--- src/rtl/slave_out_port.sv ---
// Serial output port: loads a word on tx_start, waits for the master handshake,
// then shifts it out LSB first. Optional handshake timeout via SLAVE_OUT_TIMEOUT_EN.
module slave_out_port #(
  parameter int unsigned DATA_LEN    = 8,
  parameter int unsigned TIMEOUT_LEN = 16
) (
  input  logic                clk,
  input  logic                reset,
  input  logic [DATA_LEN-1:0] data_in,
  input  logic                tx_start,
  input  logic                master_ready,
  output logic                tx_data,
  output logic                slave_valid,
  output logic                tx_done,
  output logic                busy,
  output logic                tx_error
);

  localparam int unsigned CNT_W = $clog2(DATA_LEN);
  localparam int unsigned TMO_W = (TIMEOUT_LEN > 1) ? $clog2(TIMEOUT_LEN) : 1;

  // Elaboration-time parameter sanity checks.
  if (DATA_LEN < 2) begin : g_bad_data_len
    $error("slave_out_port: DATA_LEN must be >= 2");
  end
  if (TIMEOUT_LEN < 1) begin : g_bad_timeout_len
    $error("slave_out_port: TIMEOUT_LEN must be >= 1");
  end

  typedef enum logic [1:0] {
    IDLE           = 2'd0,
    WAIT_HANDSHAKE = 2'd1,
    SEND_DATA      = 2'd2
  } state_e;

  state_e              state_q, state_d;
  logic [DATA_LEN-1:0] shift_q, shift_d;
  logic [CNT_W-1:0]    count_q, count_d;
  logic                valid_q, valid_d;
  logic                done_q, done_d;
`ifdef SLAVE_OUT_TIMEOUT_EN
  logic [TMO_W-1:0]    tmo_q, tmo_d;
  logic                error_q, error_d;
`endif

  // Next-state and output decode.
  always_comb begin
    state_d = state_q;
    shift_d = shift_q;
    count_d = count_q;
    valid_d = 1'b0;
    done_d  = 1'b0;
`ifdef SLAVE_OUT_TIMEOUT_EN
    tmo_d   = '0;
    error_d = 1'b0;
`endif
    case (state_q)
      IDLE: begin
        if (tx_start) begin
          shift_d = data_in;
          count_d = '0;
          valid_d = 1'b1;
          state_d = WAIT_HANDSHAKE;
        end
      end
      WAIT_HANDSHAKE: begin
        if (valid_q && master_ready) begin
          shift_d = shift_q >> 1;
          count_d = CNT_W'(1);
          state_d = SEND_DATA;
        end else begin
          valid_d = 1'b1;
`ifdef SLAVE_OUT_TIMEOUT_EN
          // A handshake on the final wait cycle takes the branch above, so it wins.
          if (tmo_q == TMO_W'(TIMEOUT_LEN - 1)) begin
            valid_d = 1'b0;
            error_d = 1'b1;
            state_d = IDLE;
          end else begin
            tmo_d = tmo_q + TMO_W'(1);
          end
`endif
        end
      end
      SEND_DATA: begin
        shift_d = shift_q >> 1;
        if (count_q == CNT_W'(DATA_LEN - 1)) begin
          count_d = '0;
          done_d  = 1'b1;
          state_d = IDLE;
        end else begin
          count_d = count_q + CNT_W'(1);
        end
      end
      default: state_d = IDLE;
    endcase
  end

  always_ff @(posedge clk) begin
    if (reset) begin
      state_q <= IDLE;
      shift_q <= '0;
      count_q <= '0;
      valid_q <= 1'b0;
      done_q  <= 1'b0;
`ifdef SLAVE_OUT_TIMEOUT_EN
      tmo_q   <= '0;
      error_q <= 1'b0;
`endif
    end else begin
      state_q <= state_d;
      shift_q <= shift_d;
      count_q <= count_d;
      valid_q <= valid_d;
      done_q  <= done_d;
`ifdef SLAVE_OUT_TIMEOUT_EN
      tmo_q   <= tmo_d;
      error_q <= error_d;
`endif
    end
  end

  assign tx_data     = shift_q[0];
  assign slave_valid = valid_q;
  assign tx_done     = done_q;
  assign busy        = (state_q != IDLE);
`ifdef SLAVE_OUT_TIMEOUT_EN
  assign tx_error    = error_q;
`else
  assign tx_error    = 1'b0;
`endif

endmodule

--- config.mk ---
export PLATFORM = sky130hd
export DESIGN_NAME = slave_out_port
export DESIGN_NICKNAME = d
export VERILOG_FILES = /design/src/rtl/slave_out_port.sv
export SDC_FILE = /design/constraint.sdc
export NUM_CORES = 1
export LEC_CHECK = 0
export BUFFER_PORTS_ARGS = -buffer_cell sky130_fd_sc_hd__clkbuf_2
export CAP_MARGIN = 20
export CELL_PAD_IN_SITES_DETAIL_PLACEMENT = 1
export CELL_PAD_IN_SITES_GLOBAL_PLACEMENT = 2
export CORE_MARGIN = 2
export CORE_UTILIZATION = 35
export DETAILED_ROUTE_END_ITERATION = 12
export PLACE_DENSITY = 0.85
export SLEW_MARGIN = 5
export SYNTH_ARGS = -nofsm -noshare
export SYNTH_HDL_FRONTEND = slang
export SYNTH_SLANG_ARGS = --single-unit
export TNS_END_PERCENT = 1
--- constraint.sdc ---
create_clock -name clk -period 5.2 [get_ports clk]
set_clock_uncertainty 0.15 [all_clocks]
set_input_delay 1.04 -clock clk [delete_from_list [all_inputs] [get_ports clk]]
set_output_delay 1.04 -clock clk [all_outputs]
set_load 0.02 [all_outputs]
==> results.sh, run 1 <==
export IMPL_clockBufferDepth=2
export IMPL_synthTopCellsByArea="dfxtp_1 (33%), ha_1 (11%), mux2_2 (8.6%)"
export IMPL_io_buffers=15
export IMPL_synth_edff_count=0
export IMPL_p_seq_share_pct=32.2
export IMPL_drv_cap=0
export IMPL_vias=745
export IMPL_start_util_pct=37.0
export IMPL_tritoncts="done"
export IMPL_layout_drive_gt1_share_pct=32.1
export IMPL_p_sw_uw=237
export IMPL_synthMuxAreaShare_pct=10.8
export IMPL_worst_setup_path_start_kind="flop"
export IMPL_slew_headroom_pct=61.3
export IMPL_ff2ff_setup_slack_ns=3.15
export IMPL_synth_nets=115
export IMPL_rows=18
export IMPL_dp_cells=132
export IMPL_numCtsBuffers=3
export IMPL_syn_to_final_growth_pct=8.20
export IMPL_grt_antenna_before_repair=0
export IMPL_synth_adder_area_share_pct=10.9
export IMPL_gp_congestion=0.686
export IMPL_ff2ff_path_depth=5
export IMPL_ys_ff_latch=15
export IMPL_wl_um=2000
export IMPL_yosysSeqAreaShare_pct=32.8
export IMPL_drt_first_pass_iters=4
export IMPL_clk_pin_slew_worst_paths_ns=0.09
export IMPL_cts_repair_resized=0
export IMPL_core_area_mm2=0.00248
export IMPL_grt_usage_pct=15.8
export IMPL_ys_types=35
export IMPL_syn_area_um2=916
export IMPL_finalCriticalPeriod_ns=2.48
export IMPL_grt_pass1_vias=739
export IMPL_fmax_ghz=0.403
export IMPL_cts_hold_buffers=0
export IMPL_cp_arrival_ns=1.29
export IMPL_synth_compound_area_share_pct=12.6
export IMPL_clkPwrFrac_pct=12.5
export IMPL_total_power_uw=553
export IMPL_yosysWarningCount=0
export IMPL_ant_nets=0
export IMPL_nets=127
export IMPL_drt_iter0_markers=10
export IMPL_die_h_um=55.2
export IMPL_drcViolationCount=0
export IMPL_r2r_start="state_q[0]$_SDFFE_PP0P_"
export IMPL_synth_top_family_by_area="simple AND/OR/NAND/NOR gates"
export IMPL_worstSetupEndpointType="output port"
export IMPL_synth_xor_area_share_pct=0
export IMPL_crit_type="flop to output port"
export IMPL_clk_latency_ns=0.29
export IMPL_swShare_pct=42.9
export IMPL_wl_per_cell_um=14.7
export IMPL_p_int_uw=316
export IMPL_dieArea_mm2=0.00304
export IMPL_r2r_end="shift_q[1]$_SDFFE_PP0P_"
export IMPL_finalMaxSlewViolations=0
export IMPL_die_w_um=55.2
export IMPL_finalCritPeriodShare_pct=47.8
export IMPL_min_delay_path_class="flop to flop"
export IMPL_cp_required_ns=4.01
export IMPL_overflow=0
export IMPL_min_from="shift_q[7]$_SDFFE_PP0P_"
export IMPL_diodes=0
export IMPL_final_cells=136
export IMPL_viasPerCell=5.48
export IMPL_cts_num_sinks=15
export IMPL_dp_hpwl_um=1390
export IMPL_rsz0062_at_grt="false"
export IMPL_comb_power_share_pct=55.4
export IMPL_peakVddDrop_v=0.000286
export IMPL_synth_avg_cell_area_um2=9.64
export IMPL_tightest_slew_ns=0.577
export IMPL_yosys_area_top_type_share_pct=32.8
export IMPL_outcome="complete, no violations"
export IMPL_cellPowerDensity_mw_per_mm2=558
export IMPL_setup_viol=0
export IMPL_dp_slack_ns=2.93
export IMPL_post_cts_setup_buffers=0
export IMPL_hold_path_depth=1
export IMPL_ioPinCount=17
export IMPL_crit_path_max_fanout=5
export IMPL_fin_ws_ns=2.72
export IMPL_synth_async_reset_ratio_pct=0
export IMPL_yosys_area_top_type="dfxtp_1"
export IMPL_synth_simple_area_share_pct=23.4
export IMPL_synth_main_ff_cell="dfxtp_1"
export IMPL_whs_endpoint="shift_q[7]$_SDFFE_PP0P_"
export IMPL_fin_util_pct=40.0
export IMPL_cts_root_buf="clkbuf_4"
export IMPL_synth_cells=95
export IMPL_grt_pass1_wl_um=3330
export IMPL_leakage_nw=0.427
export IMPL_grt_max_degree=13
export IMPL_htree_levels=1
export IMPL_finalHoldViolCount=0
export IMPL_final_setup_tns_ns=0
per-stage QoR:
stage               hold slack (ns)  instance area [µm²]
floorplan                     0.294                  916
global placement              0.311                  963
detailed placement            0.316                  963
CTS                           0.338                  991
global route                  0.369                  991
finish                        0.328                  991
how the worst max path moves through the flow:
stage | start | to | slack [ns]
after CTS | state_q[0]$_SDFFE_PP0P_ | busy | 2.70
after global placement | master_ready | count_q[1]$_SDFFE_PP0P_ | 2.97
after global routing | state_q[0]$_SDFFE_PP0P_ | busy | 2.59
final | state_q[0]$_SDFFE_PP0P_ | busy | 2.72
after floorplan | state_q[0]$_SDFFE_PP0P_ | busy | 3.18
after detailed placement | master_ready | count_q[2]$_SDFFE_PP0P_ | 2.93
cell families (layout without fill, tap and decap cells):
logic type	Yosys count	count (layout)
AO/OA/AOI/OAI	16	16
adder cells (fa/ha/maj)	8	8
buffers and inverters	13	24
flip-flops	15	15
multiplexers	9	9
other	1	1
AND/OR/NAND/NOR	33	33
cell usage after synthesis, drive strengths merged, types with 3 or more instances:
cell and count:
dfxtp 15, nor4 10, ha 8, nor3 8, a31oi 7, buf 7
mux2 7, nand2 5, a31o 3, inv 3
critical path: stages, from the launching register on:
cell	delay, ns
dfxtp_1	0.42
inv_1	0.11
ha_1	0.25
inv_1	0.06
clkbuf_2	0.16
state kept, by name, summed over array words and instances (netlist names):
name         count
shift_q          8
count_q          3
state_q          2
slave_valid      1
tx_done          1
layout by cell type, fill, tap and decap left out:
cell type	n
nor3_2	1
nor3_1	7
o21ai_0	1
a31o_2	2
a21bo_2	1
clkinv_1	2
mux2_2	7
a31o_1	1
clkbuf_4	3
nor3b_1	1
a31oi_1	7
clkinv_2	1
dfxtp_1	15
nand2_1	5
a21boi_2	1
and3_1	1
inv_1	3
o21ai_1	1
nand2b_1	1
or3b_1	1
and2b_4	1
nand4_1	1
nor2b_1	1
ha_1	8
conb_1	1
clkbuf_2	15
nand4b_1	1
a21oi_1	1
nand4bb_1	1
nand3_2	1
nor4_1	9
o311ai_0	1
mux2i_1	2
nor4_2	1
layout make-up:
cell class,count,area (µm²)
inverters,5,18.8
multi-input cells,67,532
flip-flops and latches,15,300
clock buffers,3,22.5
fillers,308,1490
clock inverters,1,5.00
repair buffers,15,75.1
well taps,30,37.5
power by group through the flow:
stage                     Combinational, mW  Sequential (mW)  Clock (mW)
after global placement                0.303            0.179           0
after detailed placement              0.308            0.180           0
after global routing                  0.341            0.183      0.0763
after floorplan                       0.268            0.181           0
after CTS                             0.310            0.178      0.0725
final                                 0.306            0.178      0.0690
metal layers:
metal	part of all wire (%)	GRT usage, %	up-vias
met5	0	0	-
met1	48	19.1	355
met3	3.3	3.23	5
met2	46	25.6	12
li1	-	-	373
met4	2.9	9.76	0
(Power assumes the default switching activity.)
==> run 2, diff against run 1 <==
--- a/config.mk
+++ b/config.mk
@@ -5,14 +5,15 @@
 export SDC_FILE = /design/constraint.sdc
 export NUM_CORES = 1
 export LEC_CHECK = 0
+export ABC_AREA = 1
 export BUFFER_PORTS_ARGS = -buffer_cell sky130_fd_sc_hd__clkbuf_2
 export CAP_MARGIN = 20
 export CELL_PAD_IN_SITES_DETAIL_PLACEMENT = 1
 export CELL_PAD_IN_SITES_GLOBAL_PLACEMENT = 2
 export CORE_MARGIN = 2
-export CORE_UTILIZATION = 35
+export CORE_UTILIZATION = 28
 export DETAILED_ROUTE_END_ITERATION = 12
-export PLACE_DENSITY = 0.85
+export PLACE_DENSITY = 0.8
 export SLEW_MARGIN = 5
 export SYNTH_ARGS = -nofsm -noshare
 export SYNTH_HDL_FRONTEND = slang
==> constraint.sdc (replaced) <==
create_clock -name clk -period 2.4 [get_ports clk]
set_clock_uncertainty 0.15 [all_clocks]
set_input_delay 0.48 -clock clk [delete_from_list [all_inputs] [get_ports clk]]
set_output_delay 0.48 -clock clk [all_outputs]
set_load 0.02 [all_outputs]
==> run 2 against run 1 <==
Against the previous run:
- final cell count is 21% higher
- combinational power increased by 110%
- non-clock buffer count unchanged
- first-iteration DRC count increased by 40%
- wire length decreased by 5.2%
- sequential share of layout area increased by 2.4 points
- synthesized cell count is 25% higher
- die area grew 10%
- sequential cell count unchanged
- highest routed layer unchanged
- clock power up 120%
==> results.sh, run 2 <==
export IMPL_regMostFlops="shift_q"
export IMPL_clockBufferDepth=2
export IMPL_placed_cell_area_um2=892
export IMPL_cellPowerDensity_mw_per_mm2=1260
export IMPL_ff2ff_setup_slack_ns=0.60
export IMPL_synth_async_reset_ratio_pct=0
export IMPL_finalMaxSlewViolations=0
export IMPL_core_area_mm2=0.00276
export IMPL_grt_usage_pct=13.0
export IMPL_ant_nets=0
export IMPL_grt_antenna_before_repair=0
export IMPL_leakage_nw=0.478
export IMPL_layout_common_cells="nand2_1 (39), nor2_1 (22), dfxtp_1 (15), clkbuf_2 (15), inv_1 (10)"
export IMPL_drcViolationCount=0
export IMPL_ys_ff_latch=15
export IMPL_cp_arrival_ns=1.25
export IMPL_synth_cells=119
export IMPL_ioPinCount=17
export IMPL_wl_um=1890
export IMPL_drt_first_pass_iters=4
export IMPL_total_power_mw=1.15
export IMPL_reg_top3="shift_q: 8 flops, count_q: 3 flops, state_q: 2 flops"
export IMPL_cts_repair_resized=0
export IMPL_overflow=0
export IMPL_outcome="complete, no violations"
export IMPL_ff2ff_path_depth=7
export IMPL_drt_iter0_markers=14
export IMPL_viasPerCell=4.41
export IMPL_clk_pin_slew_worst_paths_ns=0.10
export IMPL_synth_most_common_cell="nand2_1"
export IMPL_whs_endpoint="slave_valid$_SDFF_PP0_"
export IMPL_numCtsBuffers=3
export IMPL_fin_util_pct=33.3
export IMPL_synth_main_ff_cell="dfxtp_1"
export IMPL_worst_setup_path_start_kind="flop"
export IMPL_final_common_cell="nand2_1"
export IMPL_htree_levels=1
export IMPL_tritoncts="done"
export IMPL_dieArea_mm2=0.00336
export IMPL_wl_per_cell_um=11.5
export IMPL_min_from="tx_start"
export IMPL_drv_cap=0
export IMPL_cts_root_buf="clkbuf_4"
export IMPL_finalHoldViolCount=0
export IMPL_vias=728
export IMPL_crit_type="flop to output port"
export IMPL_synth_commonest_cells="nand2_1 (39), nor2_1 (22), dfxtp_1 (15)"
export IMPL_final_setup_tns_ns=0
export IMPL_rsz0062_at_grt="false"
export IMPL_syn_to_final_growth_pct=12.6
export IMPL_cts_num_sinks=15
export IMPL_finalCritPeriodShare_pct=78.5
export IMPL_start_util_pct=29.6
export IMPL_regArea_um2=300
export IMPL_setup_viol=0
export IMPL_post_cts_setup_buffers=0
export IMPL_peakVddDrop_v=0.000497
export IMPL_layout_drive_gt1_share_pct=17.2
export IMPL_grt_max_degree=12
export IMPL_fill_cells=362
export IMPL_grt_pass1_vias=790
export IMPL_yosysWarningCount=0
export IMPL_hold_path_depth=3
export IMPL_finalCriticalPeriod_ns=1.88
export IMPL_synth_nets=139
export IMPL_clk_latency_ns=0.28
export IMPL_worstSetupEndpointType="output port"
export IMPL_die_w_um=58.0
export IMPL_gp_congestion=0.677
export IMPL_r2r_start="state_q[0]$_SDFFE_PP0P_"
export IMPL_largest_reg_flops=8
export IMPL_multi_input_area_um2=437
export IMPL_crit_path_max_fanout=4
export IMPL_synth_edff_count=0
export IMPL_fmax_ghz=0.531
export IMPL_cp_required_ns=1.77
export IMPL_final_area_um2=918
export IMPL_cts_hold_buffers=0
export IMPL_r2r_end="shift_q[3]$_SDFFE_PP0P_"
export IMPL_yosys_area_top_type="dfxtp_1"
export IMPL_yosys_area_top_type_share_pct=36.8
export IMPL_synth_avg_cell_area_um2=6.86
export IMPL_diodes=0
export IMPL_io_buffers=15
export IMPL_synthTopCellsByArea="dfxtp_1 (37%), nand2_1 (18%), ha_1 (12%)"
export IMPL_yosysSeqAreaShare_pct=36.8
export IMPL_syn_area_um2=816
export IMPL_dp_hpwl_um=1450
export IMPL_min_delay_path_class="input port to flop"
export IMPL_rows=19
export IMPL_nets=155
export IMPL_die_h_um=58.0
export IMPL_grt_pass1_wl_um=3350
export IMPL_ys_types=16
run 2: kinds of logic (layout without fill, tap and decap cells):
| logic type | count (synthesis) | after routing | share of synthesized area [%] |
|---|---|---|---|
| AOI/OAI and AO/OA | 12 | 12 | 7.36 |
| adders and majority gates | 8 | 8 | 12.3 |
| buffers and inverters | 15 | 30 | 9.66 |
| DFF | 15 | 15 | 36.8 |
| other | 1 | 1 | 0.460 |
| and+or+nand+nor | 68 | 68 | 33.4 |
run 2: critical path: stages, from the launching register on:
cell	delay, ns
dfxtp_1	0.40
inv_1	0.11
ha_1	0.25
inv_1	0.06
clkbuf_2	0.16
run 2: area by class of cell:
class,count,share of cell area [%]
multi-input cells,89,47.5
inverters,11,4.50
flip-flops and latches,15,32.7
well taps,31,4.22
clock buffers,4,2.86
repair buffers,15,8.17
run 2: per-stage QoR:
stage	setup slack (ns)	cells	hold slack, ns
global placement	0.642	161	0.308
finish	0.516	165	0.285
floorplan	0.947	119	0.288
CTS	0.483	165	0.274
global route	0.362	165	0.315
detailed placement	0.570	161	0.315
run 2: worst max path at each step:
stage                     cells after the start               startpoint                      end
after floorplan                               7  state_q[0]$_SDFFE_PP0P_  shift_q[0]$_SDFFE_PP0P_
after global placement                        6  state_q[1]$_SDFFE_PP0P_  shift_q[0]$_SDFFE_PP0P_
after detailed placement                      7  state_q[0]$_SDFFE_PP0P_  shift_q[1]$_SDFFE_PP0P_
after CTS                                     4  state_q[0]$_SDFFE_PP0P_                     busy
after global routing                          7  state_q[0]$_SDFFE_PP0P_  shift_q[3]$_SDFFE_PP0P_
final                                         4  state_q[0]$_SDFFE_PP0P_                     busy
run 2: per-layer routing:
metal / GRT usage, % / vias up / part of all wire [%]
li1: - / 390 / -
met1: 15.5 / 330 / 47
met2: 22.7 / 6 / 49
met3: 4.02 / 2 / 2.9
met4: 2.99 / 0 / 1.0
met5: 0 / - / 0
run 2: power breakdown:
part / internal (mW) / switching (mW) / total, mW
sequential: 0.328 / 0.0461 / 0.375
combinational: 0.195 / 0.435 / 0.630
clock: 0.0644 / 0.0853 / 0.150
